File: src/rtl/adc_multi_reader_if.sv
// adc_multi_reader_if
//   Bundles every signal of the ADC readout engine except clk and rst:
//   - sequencer handshake: iEn, iStart, iNumConv, oBusy, oCompl, oError
//   - ADC serial link:     oSClk, oCsN, iSData (one lane per ADC)
//   - per-ADC FIFO side:   oFifoData, oFifoWr, iFifoFull
//   The slave modport is the engine's view; master is the view of the
//   surrounding sequencer, ADCs and FIFOs.
interface adc_multi_reader_if #(
   parameter int TotalAdcs = 10,
   parameter int AdcBits   = 12,
   parameter int ConvW     = 8
);
   logic                           iEn;
   logic                           iStart;
   logic [ConvW-1:0]               iNumConv;
   logic                           oBusy;
   logic                           oCompl;
   logic                           oError;
   logic                           oSClk;
   logic                           oCsN;
   logic [TotalAdcs-1:0]           iSData;
   logic [TotalAdcs*AdcBits-1:0]   oFifoData;
   logic [TotalAdcs-1:0]           oFifoWr;
   logic [TotalAdcs-1:0]           iFifoFull;

   modport slave (
      input  iEn, iStart, iNumConv, iSData, iFifoFull,
      output oBusy, oCompl, oError, oSClk, oCsN, oFifoData, oFifoWr
   );

   modport master (
      output iEn, iStart, iNumConv, iSData, iFifoFull,
      input  oBusy, oCompl, oError, oSClk, oCsN, oFifoData, oFifoWr
   );
endinterface

File: src/rtl/adc_multi_reader.sv
// adc_multi_reader
//   Serial readout engine for TotalAdcs parallel ADCs sharing one SClk/CsN
//   pair. Each start runs a burst of iNumConv conversions; every conversion
//   clocks FrameBits = LeadBits + AdcBits bits per lane (MSB first), keeps
//   the last AdcBits and writes them to that lane's FIFO.
//   Ports:
//     clk  - system clock
//     rst  - asynchronous reset, active-low
//     bus  - adc_multi_reader_if.slave (handshake, ADC link, FIFO side)
module adc_multi_reader #(
   parameter int TotalAdcs  = 10,
   parameter int AdcBits    = 12,
   parameter int LeadBits   = 4,
   parameter int SclkDiv    = 2,
   parameter int QuietTicks = 2,
   parameter int ConvW      = 8
) (
   input logic                clk,
   input logic                rst,
   adc_multi_reader_if.slave  bus
);

   localparam int FrameBits = LeadBits + AdcBits;
   localparam int DivW      = (SclkDiv > 1) ? $clog2(SclkDiv) : 1;
   localparam int CntMax    = (FrameBits > QuietTicks) ? FrameBits : QuietTicks;
   localparam int CntW      = $clog2(CntMax + 1);

   localparam logic [2:0] ST_IDLE       = 3'd0;
   localparam logic [2:0] ST_CS_SETUP   = 3'd1;
   localparam logic [2:0] ST_SHIFT      = 3'd2;
   localparam logic [2:0] ST_CS_RELEASE = 3'd3;
   localparam logic [2:0] ST_DONE       = 3'd4;

   logic [2:0]                          state_q, state_d;
   logic [DivW-1:0]                     div_q, div_d;
   logic [CntW-1:0]                     cnt_q, cnt_d;   // SHIFT: bits taken, CS_RELEASE: ticks
   logic                                sclk_q, sclk_d;
   logic [ConvW-1:0]                    conv_q, conv_d;
   logic [ConvW-1:0]                    num_q, num_d;
   logic                                err_q, err_d;
   logic [TotalAdcs-1:0]                wr_q, wr_d;
   logic [TotalAdcs-1:0][AdcBits-1:0]   shift_q, shift_d;
   logic [TotalAdcs-1:0][AdcBits-1:0]   data_q, data_d;
   logic                                tick;

   assign tick = (div_q == DivW'(SclkDiv - 1));

   always_comb begin
      // NOTE: every signal gets its hold value first so no path leaves it
      // unassigned; otherwise synthesis would infer a latch.
      state_d = state_q;
      cnt_d   = cnt_q;
      sclk_d  = sclk_q;
      conv_d  = conv_q;
      num_d   = num_q;
      err_d   = err_q;
      wr_d    = '0;
      shift_d = shift_q;
      data_d  = data_q;
      div_d   = '0;

      case (state_q)
         ST_IDLE: begin
            sclk_d = 1'b1;
            if (bus.iEn && bus.iStart) begin
               num_d   = bus.iNumConv;
               err_d   = 1'b0;
               conv_d  = '0;
               state_d = (bus.iNumConv == '0) ? ST_DONE : ST_CS_SETUP;
            end
         end
         ST_CS_SETUP: begin
            if (tick) begin
               state_d = ST_SHIFT;
               cnt_d   = '0;
            end
         end
         ST_SHIFT: begin
            if (tick) begin
               sclk_d = ~sclk_q;
               // Rising SClk: take one bit per lane. Leading bits fall out of
               // the top of the AdcBits-wide shifter on their own.
               if (!sclk_q) begin
                  for (int k = 0; k < TotalAdcs; k++)
                     shift_d[k] = {shift_q[k][AdcBits-2:0], bus.iSData[k]};
                  cnt_d = cnt_q + 1'b1;
                  if (cnt_q == CntW'(FrameBits - 1)) begin
                     state_d = ST_CS_RELEASE;
                     cnt_d   = '0;
                     conv_d  = conv_q + 1'b1;
                     for (int k = 0; k < TotalAdcs; k++) begin
                        if (!bus.iFifoFull[k]) begin
                           wr_d[k]   = 1'b1;
                           data_d[k] = shift_d[k];
                        end else begin
                           err_d = 1'b1;
                        end
                     end
                  end
               end
            end
         end
         ST_CS_RELEASE: begin
            sclk_d = 1'b1;
            if (tick) begin
               cnt_d = cnt_q + 1'b1;
               if (cnt_q == CntW'(QuietTicks - 1)) begin
                  cnt_d   = '0;
                  state_d = (conv_q < num_q) ? ST_CS_SETUP : ST_DONE;
               end
            end
         end
         ST_DONE: begin
            state_d = ST_IDLE;
         end
         default: begin
            state_d = ST_IDLE;
            sclk_d  = 1'b1;
         end
      endcase

      // Enable low abandons the burst: no write, no completion, and the
      // sticky error keeps whatever it had before this cycle.
      if (state_q != ST_IDLE && !bus.iEn) begin
         state_d = ST_IDLE;
         sclk_d  = 1'b1;
         cnt_d   = '0;
         conv_d  = conv_q;
         err_d   = err_q;
         wr_d    = '0;
         shift_d = shift_q;
         data_d  = data_q;
      end

      // Half-period divider restarts on every state change and is frozen
      // while the engine is idle or completing.
      if (state_d != state_q || state_q == ST_IDLE || state_q == ST_DONE)
         div_d = '0;
      else if (tick)
         div_d = '0;
      else
         div_d = div_q + 1'b1;
   end

   // NOTE: the FIFO data registers are ordinary flops, not a memory, so they
   // can and do take the asynchronous reset like the rest of the state.
   always_ff @(posedge clk or negedge rst) begin
      if (!rst) begin
         state_q <= ST_IDLE;
         div_q   <= '0;
         cnt_q   <= '0;
         sclk_q  <= 1'b1;
         conv_q  <= '0;
         num_q   <= '0;
         err_q   <= 1'b0;
         wr_q    <= '0;
         shift_q <= '0;
         data_q  <= '0;
      end else begin
         // NOTE: non-blocking assignments so every flop samples the values
         // from before this edge, independent of statement order.
         state_q <= state_d;
         div_q   <= div_d;
         cnt_q   <= cnt_d;
         sclk_q  <= sclk_d;
         conv_q  <= conv_d;
         num_q   <= num_d;
         err_q   <= err_d;
         wr_q    <= wr_d;
         shift_q <= shift_d;
         data_q  <= data_d;
      end
   end

   // CsN and the handshake flags decode straight from the state register so
   // they follow the asynchronous reset without waiting for a clock.
   assign bus.oSClk     = sclk_q;
   assign bus.oCsN      = !(state_q == ST_CS_SETUP || state_q == ST_SHIFT);
   assign bus.oBusy     = (state_q != ST_IDLE);
   assign bus.oCompl    = (state_q == ST_DONE);
   assign bus.oError    = err_q;
   assign bus.oFifoWr   = wr_q;
   assign bus.oFifoData = data_q;

endmodule

File: src/flat_wrapper.sv
// flat-port wrapper written by rule: the top's interface ports become plain ports
module adc_multi_reader_flat 
#(
   parameter int TotalAdcs  = 10,
   parameter int AdcBits    = 12,
   parameter int LeadBits   = 4,
   parameter int SclkDiv    = 2,
   parameter int QuietTicks = 2,
   parameter int ConvW      = 8
)
  (clk, rst, bus_iEn, bus_iStart, bus_iNumConv, bus_iSData, bus_iFifoFull, bus_oBusy, bus_oCompl, bus_oError, bus_oSClk, bus_oCsN, bus_oFifoData, bus_oFifoWr);
  adc_multi_reader_if #(.TotalAdcs(TotalAdcs), .AdcBits(AdcBits), .ConvW(ConvW)) bus_i ();
  input logic clk;
  input logic rst;
  input wire logic [$bits(bus_i.iEn)-1:0] bus_iEn;
  input wire logic [$bits(bus_i.iStart)-1:0] bus_iStart;
  input wire logic [$bits(bus_i.iNumConv)-1:0] bus_iNumConv;
  input wire logic [$bits(bus_i.iSData)-1:0] bus_iSData;
  input wire logic [$bits(bus_i.iFifoFull)-1:0] bus_iFifoFull;
  output wire logic [$bits(bus_i.oBusy)-1:0] bus_oBusy;
  output wire logic [$bits(bus_i.oCompl)-1:0] bus_oCompl;
  output wire logic [$bits(bus_i.oError)-1:0] bus_oError;
  output wire logic [$bits(bus_i.oSClk)-1:0] bus_oSClk;
  output wire logic [$bits(bus_i.oCsN)-1:0] bus_oCsN;
  output wire logic [$bits(bus_i.oFifoData)-1:0] bus_oFifoData;
  output wire logic [$bits(bus_i.oFifoWr)-1:0] bus_oFifoWr;
  assign bus_i.iEn = bus_iEn;
  assign bus_i.iStart = bus_iStart;
  assign bus_i.iNumConv = bus_iNumConv;
  assign bus_i.iSData = bus_iSData;
  assign bus_i.iFifoFull = bus_iFifoFull;
  assign bus_oBusy = bus_i.oBusy;
  assign bus_oCompl = bus_i.oCompl;
  assign bus_oError = bus_i.oError;
  assign bus_oSClk = bus_i.oSClk;
  assign bus_oCsN = bus_i.oCsN;
  assign bus_oFifoData = bus_i.oFifoData;
  assign bus_oFifoWr = bus_i.oFifoWr;
  adc_multi_reader #(.TotalAdcs(TotalAdcs), .AdcBits(AdcBits), .LeadBits(LeadBits), .SclkDiv(SclkDiv), .QuietTicks(QuietTicks), .ConvW(ConvW)) u_core (.clk(clk), .rst(rst), .bus(bus_i));
endmodule
File: config.mk
export PLATFORM = sky130hd
export DESIGN_NAME = adc_multi_reader_flat
export DESIGN_NICKNAME = d
export VERILOG_FILES = /design/src/rtl/adc_multi_reader_if.sv /design/src/rtl/adc_multi_reader.sv /design/src/flat_wrapper.sv
export SDC_FILE = /design/constraint.sdc
export NUM_CORES = 1
export LEC_CHECK = 0
export CAP_MARGIN = 0
export CORE_ASPECT_RATIO = 1.2
export CORE_MARGIN = 5
export CORE_UTILIZATION = 41
export DETAILED_ROUTE_END_ITERATION = 7
export GPL_TIMING_DRIVEN = 0
export SETUP_SLACK_MARGIN = 0.2
export SYNTH_ARGS = -nofsm -noshare
export SYNTH_HDL_FRONTEND = slang
export SYNTH_SLANG_ARGS = --single-unit
File: constraint.sdc
create_clock -name clk -period 3.15 [get_ports clk]
set_clock_uncertainty 0.15 [all_clocks]
set_input_delay 0.945 -clock clk [delete_from_list [all_inputs] [get_ports clk]]
set_output_delay 0.945 -clock clk [all_outputs]
set_load 0.02 [all_outputs]
* Word level (Yosys, flattened, before mapping) *
Cells that the tools add are included.
Widths: inputs -> output; s select.

word-level totals
  flip-flop bits (word level) = 267
  bits of input ports = 32
  output and inout bits = 135
  logic and storage cells = 149

operators by class
  add/sub/neg operators = 3
  order comparisons = 1
  equal/unequal tests = 17
  multiplexer cells = 59
  bitwise gates (word level) = 12
  reductions and logical operators = 29

operators with widths
  kind                  count
  $reduce_and 6->1      11
  $mux 10               5
  $mux 5                7
  $mux 8                4
  $mux 3                10
  $mux 1                28
  $pmux 8 s2            1
  $pmux 5 s3            1
  $not 1->1             12
  $pmux 3 s4            1
  $ne 11x11->1 const B  1
  $ne 3x1->1 const B    3
  $add 8x1->8 const B   1
  $logic_not 8->1       1
  $lt 8x8->1            1
  $ne 2x1->1 const B    4
  $reduce_and 7->1      1
  $eq 3x2->1 const B    2
  $add 5x1->5 const B   1
  $eq 5x1->1 const B    1
  $eq 5x4->1 const B    1
  $reduce_and 5->1      1
  $pmux 1 s2            2
  $reduce_and 2->1      2
  other kinds (15)      19

* Depth between registers and ports, before layout *
Gate-level depths: netlist of the first run.

  depth in word-level cells = 14
  gate-level depth with buffers = 9
  mapped depth without buffers = 7

* Worst setup path after synthesis of the first run *
No wires, ideal clock.

  path kind = input-to-reg
  from = input bus_iEn
  to = register u_core.data_q, in the netlist u_core.bus.oFifoData[84]
  library setup time = 125 ps
  arrival = 2183 ps
  data required time = 2875 ps
  path slack = 692 ps
  cell stages on the path = 8
  buffers on the path = 3
  cells stage by stage = nor2b_1 -> buf_4 -> nand3_4 -> buf_6 -> or2_1 -> buf_2 -> clkinv_2 -> mux2_2

on the way
  word-level cells in the longest chain between the ends = 4

ends and longest elaborated chain
  what                               line                     text
  start: declaration                 flat_wrapper.sv:15       input wire logic [$bits(bus_i.iEn)-1:0] bus_iEn;
  $logic_not 1->1                    adc_multi_reader.sv:124  if (state_q != ST_IDLE && !bus.iEn) begin
  $logic_and 1x1->1                  adc_multi_reader.sv:124
  $not 1->1 (no source line)         --
  $reduce_and 6->1 (no source line)  --
  end signal: assignment             adc_multi_reader.sv:171  data_q <= data_d;
  end: declaration                   adc_multi_reader.sv:43   logic [TotalAdcs-1:0][AdcBits-1:0] data_q, data_d;

Every way passes these cells.
A chain may end at the register's enable or synchronous reset.

* Final worst setup path of the first run *
  from = register u_core.state_q[0]
  to = output bus_oBusy

on the way
  word-level cells in the longest chain between the ends = 1

ends and longest elaborated chain
  what                      line                     text
  start: declaration        adc_multi_reader.sv:34   logic [2:0] state_q, state_d;
  start signal: assignment  adc_multi_reader.sv:162  state_q <= state_d;
  $reduce_bool 3->1         adc_multi_reader.sv:179  assign bus.oBusy = (state_q != ST_IDLE);
  end: declaration          flat_wrapper.sv:20       output wire logic [$bits(bus_i.oBusy)-1:0] bus_oBusy;

Every way passes these cells.

==> results.py, run 1 <==
metrics = {
    "finish": {
        "n_antenna_cell": 0,
        "synthToLayoutAreaGrowth_pct": 28.8,
        "nNetsFinal": 929,
        "multi_input_comb_area_um2": 3570,
        "nFillCells": 2111,
        "regArea_um2": 6680,
        "final_cell_area_um2": 13600,
        "drive_above_1_share_pct": 35.9,
    },
    "worst_setup_path": {
        "endpoint_kind": "primary output",
        "arrival_ns": 1.77,
        "critPathMaxFanout": 5,
        "worstPathRequired_ns": 2.05,
        "r2r-start": "u_core.cnt_q[0]",
        "path_class": "flop to primary output",
        "r2r_end": "u_core.bus.oFifoData[52]",
        "r2r_slack_ns": 0.49,
        "worstSetupStartpointType": "flop",
        "reg2reg_depth": 8,
    },
    "clock_network": {
        "cts_buffers": 28,
        "cts_sinks": 267,
        "clockBufferDepth": 3,
        "htree_levels": 1,
        "clk_pin_slew_worst_paths_ns": 0.06,
        "cts_hold_buf": 0,
        "cts_tree": "built",
        "clock_latency_ns": 0.54,
        "cts_root_buf": "clkbuf_16",
    },
    "pwr": {
        "p_int_uw": 5570,
        "peakVddDrop_v": 0.000368,
        "switching_power_uw": 1610,
        "cellPowerDensity_nw_per_um2": 528,
        "switching_share_pct": 22.4,
        "power_frac_clock_pct": 44.0,
        "p_leak_uw": 0.00671,
        "combPwrFrac_pct": 6.7,
        "pwr-share-seq_pct": 49.4,
    },
    "timing": {
        "worst_pin_slew_ns": 0.911,
        "hold_violations": 0,
        "setup_violations": 0,
        "fmax_mhz": 350,
        "rsz0062_at_grt": "no",
        "slew_headroom_pct": 39.2,
        "layout_setup_ws_ns": 0.290,
        "setup_tns_ns": 0,
        "holdWs_ns": 0.246,
        "drv_slew": 0,
        "post-route-min-period_ns": 2.86,
        "fin_crit_sh_pct": 90.8,
    },
    "placed_design": {
        "routabilityCongestion": 0.764,
        "portBuffers": 166,
        "hpwlAfterDp_um": 15500,
        "place_ws_ns": -0.417,
        "dpl_cell_area_um2": 12700,
    },
    "synthesis": {
        "syn_area_per_cell_um2": 15.4,
        "synth_commonest_cells": "266 x dfrtp_1, 229 x mux2_2, 24 x inv_1",
        "synth-edff-count": 0,
        "yosysMostFrequentCell": "dfrtp_1",
        "synth_area_leaders": "dfrtp_1 63%, mux2_2 24%, ha_1 1.4%",
        "seq_area_frac_synth_pct": 63.3,
        "netlist_instances": 687,
        "ys_ff_latch": 267,
        "post_synth_num_cell_types": 52,
        "yosysTopAreaCell": "dfrtp_1",
        "synth_top_area_share_pct": 63.0,
        "yosys_warnings": 0,
        "synthArstFlopShare_pct": 100,
        "netlist_area_um2": 10600,
        "synth_nets": 731,
        "synth_ff_type": "dfrtp_1",
    },
    "detailed_routing": {
        "via_count": 6108,
        "wl_um": 21700,
        "wl_per_cell_um": 17.6,
        "first_iter_violations": 124,
        "viasPerCell": 4.94,
        "drc": 0,
        "firstDrtPassIters": 4,
        "ant_nets": 0,
    },
    "global_route": {
        "grt.total_usage_pct": 15.1,
        "grt_pass1_vias": 6691,
        "gr-total-overflow": 0,
        "grt_max_degree": 109,
        "grt_pass1_wl_um": 35500,
        "antenna_found_initial": 0,
    },
    "hold_path": {
        "hold_path.class": "input port to asynchronous set/reset pin",
    },
    "floorplanning": {
        "pin_count": 167,
        "die_area_um2": 29100,
        "initial_core_util_pct": 41.5,
        "die_h_um": 186,
        "core_um2": 25500,
        "die_x_um": 157,
        "num_rows": 64,
    },
    "flow_run": {
        "drv_cap": 0,
    },
    "status": {
        "status": "complete, no violations",
    },
}
[worst max-delay path: stages, from the launching register on]
cell	delay, ns
dfrtp_1	0.41
nor2_1	0.19
nand2_1	0.09
clkdlybuf4s50_1	0.55
[how the worst max path moves through the flow]
stage                                     endpoint               from  slack (ns)  depth (start not counted)
final                                    bus_oBusy  u_core.state_q[0]        0.29                          3
after global routing                     bus_oBusy  u_core.state_q[0]        0.22                          3
after CTS                                 bus_oCsN  u_core.state_q[0]        0.05                          4
after detailed placement       u_core.shift_q[113]            bus_iEn       -0.42                          7
after global placement    u_core.bus.oFifoData[55]                rst       -9.93                          1
after floorplan           u_core.bus.oFifoData[84]            bus_iEn        0.69                          8
[cell usage in the layout (no fill, tap or decap), types with 3 or more instances in the layout]
cell type	count
buf_6	5
ha_1	12
mux2_2	229
clkdlybuf4s50_1	163
a21boi_0	3
mux2_4	9
inv_1	24
nor2b_1	3
nand4_1	4
or2_2	4
clkbuf_8	6
buf_2	20
dfrtp_1	265
clkbuf_1	12
o31ai_1	4
clkbuf_16	28
a21oi_1	5
o21ai_0	10
nand3_1	7
nand2b_1	7
buf_4	3
nand2_1	13
nor2_1	6
clkinv_2	7
or2_1	6
[layout make-up]
type                       instances  area share (%)
multi-input combinational        361            26.3
sequential                       267            49.1
tap                              330            3.04
clock inverter                     9           0.616
buffer                            34            1.61
clock buffer                      42            5.98
inverter                          25           0.699
timing repair buffer             168            12.7
[per-layer routing]
layer | global-route usage [%] | share of wire, %
met1 | 17.2 | 38
met2 | 27.6 | 53
met3 | 4.37 | 7.0
met4 | 4.17 | 2.5
met5 | 0 | 0
[cells by family after synthesis]
logic type,synth area share [%]
fa+ha+maj,1.42
buf+inv,2.94
flops,63.3
compound gates,2.46
simple gates,3.77
mux,25.9
xor+xnor,0.249
[through the flow]
stage	util [%]	power [uW]	instances
2_1_floorplan	-	3870	687
3_3_place_gp	49.6	4070	1183
3_5_place_dp	49.9	4090	1185
4_1_cts	53.4	7310	1236
5_1_grt	53.4	7480	1236
6_report	53.4	7180	1236
[power groups by stage]
| stage | Sequential [uW] | Combinational [uW] | Clock [uW] |
|---|---|---|---|
| floorplan | 3590 | 274 | 0 |
| global placement | 3610 | 458 | 0 |
| detailed placement | 3610 | 485 | 0 |
| CTS | 3540 | 491 | 3270 |
| global route | 3550 | 541 | 3390 |
| finish | 3540 | 481 | 3160 |
[sequential cells by signal, indices dropped and copies added (netlist names)]
signal and flops:
u_core.div_q 1, u_core.bus.oFifoData 120, u_core.bus.oSClk 1, u_core.cnt_q 5, u_core.shift_q 110, u_core.state_q 3, u_core.bus.oError 1, u_core.num_q 8
u_core.conv_q 8, u_core.bus.oFifoWr 10
[what timing repair did]
item | 4_1_cts | 5_1_grt
buffers inserted | 0 | 0
resized for setup | 4 | 3
setup endpoints to repair | 96 | 11
(Power assumes the default switching activity.)
==> run 2: changes to the inputs <==
--- a/config.mk
+++ b/config.mk
@@ -8,9 +8,11 @@
 export CAP_MARGIN = 0
 export CORE_ASPECT_RATIO = 1.2
 export CORE_MARGIN = 5
-export CORE_UTILIZATION = 41
+export CORE_UTILIZATION = 30
 export DETAILED_ROUTE_END_ITERATION = 7
 export GPL_TIMING_DRIVEN = 0
+export HOLD_SLACK_MARGIN = 0.02
+export PLACE_DENSITY = 0.52
 export SETUP_SLACK_MARGIN = 0.2
 export SYNTH_ARGS = -nofsm -noshare
 export SYNTH_HDL_FRONTEND = slang
==> results.py, run 2 (same netlist as run 1, synthesis figures left out) <==
metrics = {
    "pwr": {
        "p_leak_uw": 0.00686,
        "peakVddDrop_v": 0.000289,
        "cellPowerDensity_nw_per_um2": 578,
    },
    "clock_network": {
        "clockBufferDepth": 3,
        "cts_root_buf": "clkbuf_16",
        "cts_tree": "built",
        "cts_sinks": 267,
        "clk_pin_slew_worst_paths_ns": 0.06,
        "cts_buffers": 30,
        "htree_levels": 1,
        "clock_latency_ns": 0.56,
    },
    "detailed_routing": {
        "wl_um": 22700,
        "viasPerCell": 4.41,
        "wl_per_cell_um": 16.5,
        "first_iter_violations": 168,
        "firstDrtPassIters": 4,
        "ant_nets": 0,
        "drc": 0,
        "via_count": 6061,
    },
    "finish": {
        "final_common_cell": "dfrtp_1",
        "synthToLayoutAreaGrowth_pct": 33.1,
        "mostFrequentLayoutCells": "265 x dfrtp_1, 229 x mux2_2, 162 x clkdlybuf4s50_1, 31 x clkbuf_16, 24 x inv_1",
        "drive_above_1_share_pct": 37.2,
        "n_antenna_cell": 0,
        "largest_reg_flops": 120,
        "nNetsFinal": 931,
    },
    "global_route": {
        "grt_max_degree": 112,
        "grt_pass1_vias": 6535,
        "grt_pass1_wl_um": 37300,
        "grt.total_usage_pct": 11.7,
        "antenna_found_initial": 0,
        "gr-total-overflow": 0,
    },
    "flow_run": {
        "drv_cap": 0,
    },
    "worst_setup_path": {
        "worstPathRequired_ns": 2.05,
        "crit_buf_inv": 1,
        "crit_slowest_cell": "clkdlybuf4s50_1",
        "worstSetupStartpointType": "flop",
        "arrival_ns": 1.77,
        "slowest_delay_ns": 0.62,
        "endpoint_kind": "primary output",
        "cpLargestDelayFamily": "buffers and inverters",
        "crit_path_cell_trace": "clkdlybuf4s50_1",
        "critPathMaxFanout": 6,
        "path_class": "flop to primary output",
    },
    "timing": {
        "hold_violations": 0,
        "fin_crit_sh_pct": 91.0,
        "holdWs_ns": 0.222,
        "rsz0062_at_grt": "yes",
        "fmax_mhz": 349,
        "drv_slew": 0,
        "worst_pin_slew_ns": 0.783,
        "post-route-min-period_ns": 2.87,
        "setup_violations": 0,
        "setup_tns_ns": 0,
        "slew_headroom_pct": 47.0,
    },
    "status": {
        "status": "complete, no violations",
    },
    "floorplanning": {
        "num_rows": 75,
        "die_x_um": 181,
        "initial_core_util_pct": 30.3,
        "die_area_um2": 39100,
        "pin_count": 167,
        "die_h_um": 216,
        "core_um2": 34900,
    },
    "placed_design": {
        "portBuffers": 166,
        "hpwlAfterDp_um": 15600,
        "routabilityCongestion": 0.694,
    },
    "hold_path": {
        "hold_path.class": "input port to asynchronous set/reset pin",
    },
}
-- run 2: area by class of cell --
cell class | instances | area (um^2)
Fill cell | 3278 | 20900
Clock inverter | 20 | 358
Tap cell | 462 | 578
Clock buffer | 36 | 825
Timing Repair Buffer | 168 | 1720
Sequential cell | 267 | 6680
Multi-Input combinational cell | 361 | 3570
Inverter | 25 | 95.1
Buffer | 34 | 225
-- run 2: metrics by stage --
stage	utilization (%)	total power (uW)	std cells	cell area [um^2]	worst slack [ns]
5_1_grt	40.3	8480	1373	14100	0.198
3_5_place_dp	36.8	4090	1317	12900	-0.547
4_1_cts	40.3	8280	1373	14100	0.213
2_1_floorplan	-	3870	687	10600	0.692
6_report	40.3	8120	1373	14100	0.283
3_3_place_gp	36.7	4090	1315	12800	-11.16
-- run 2: what timing repair did --
action	4_1_cts	5_1_grt
setup endpoints to repair	112	22
hold buffers	0	0
cloned	0	0
gates resized for setup	8	9
buffers inserted	0	0
-- run 2: worst paths after layout --
check	startpoint	to	slack (ns)	cells past startpoint
setup / recovery	u_core.bus.oSClk	bus_oSClk	0.28	1
hold / removal	rst	u_core.num_q[7]	0.22	1
setup reg to reg	u_core.cnt_q[0]	u_core.bus.oFifoData[54]	0.51	8
hold reg to reg	u_core.bus.oFifoData[37]	u_core.bus.oFifoData[37]	0.35	1
max in group asynchronous	rst	u_core.bus.oFifoData[48]	1.62	2
min in group clk	u_core.bus.oFifoData[37]	u_core.bus.oFifoData[37]	0.35	1
-- run 2: where the power goes --
| group | internal, uW | total [uW] | switching, uW |
|---|---|---|---|
| logic | 209 | 477 | 268 |
| registers | 3500 | 3540 | 42.0 |
| clock network | 2680 | 4100 | 1420 |
-- run 2: layer usage --
metal / vias up / part of all wire, % / routed length (um) / GRT usage, %
met3: 28 / 6.6 / 1490 / 3.37
met1: 3085 / 43 / 9790 / 15.2
met5: - / 0 / 0 / 0
li1: 2818 / - / - / -
met4: 0 / 2.0 / 451 / 3.50
met2: 130 / 48 / 10900 / 19.0
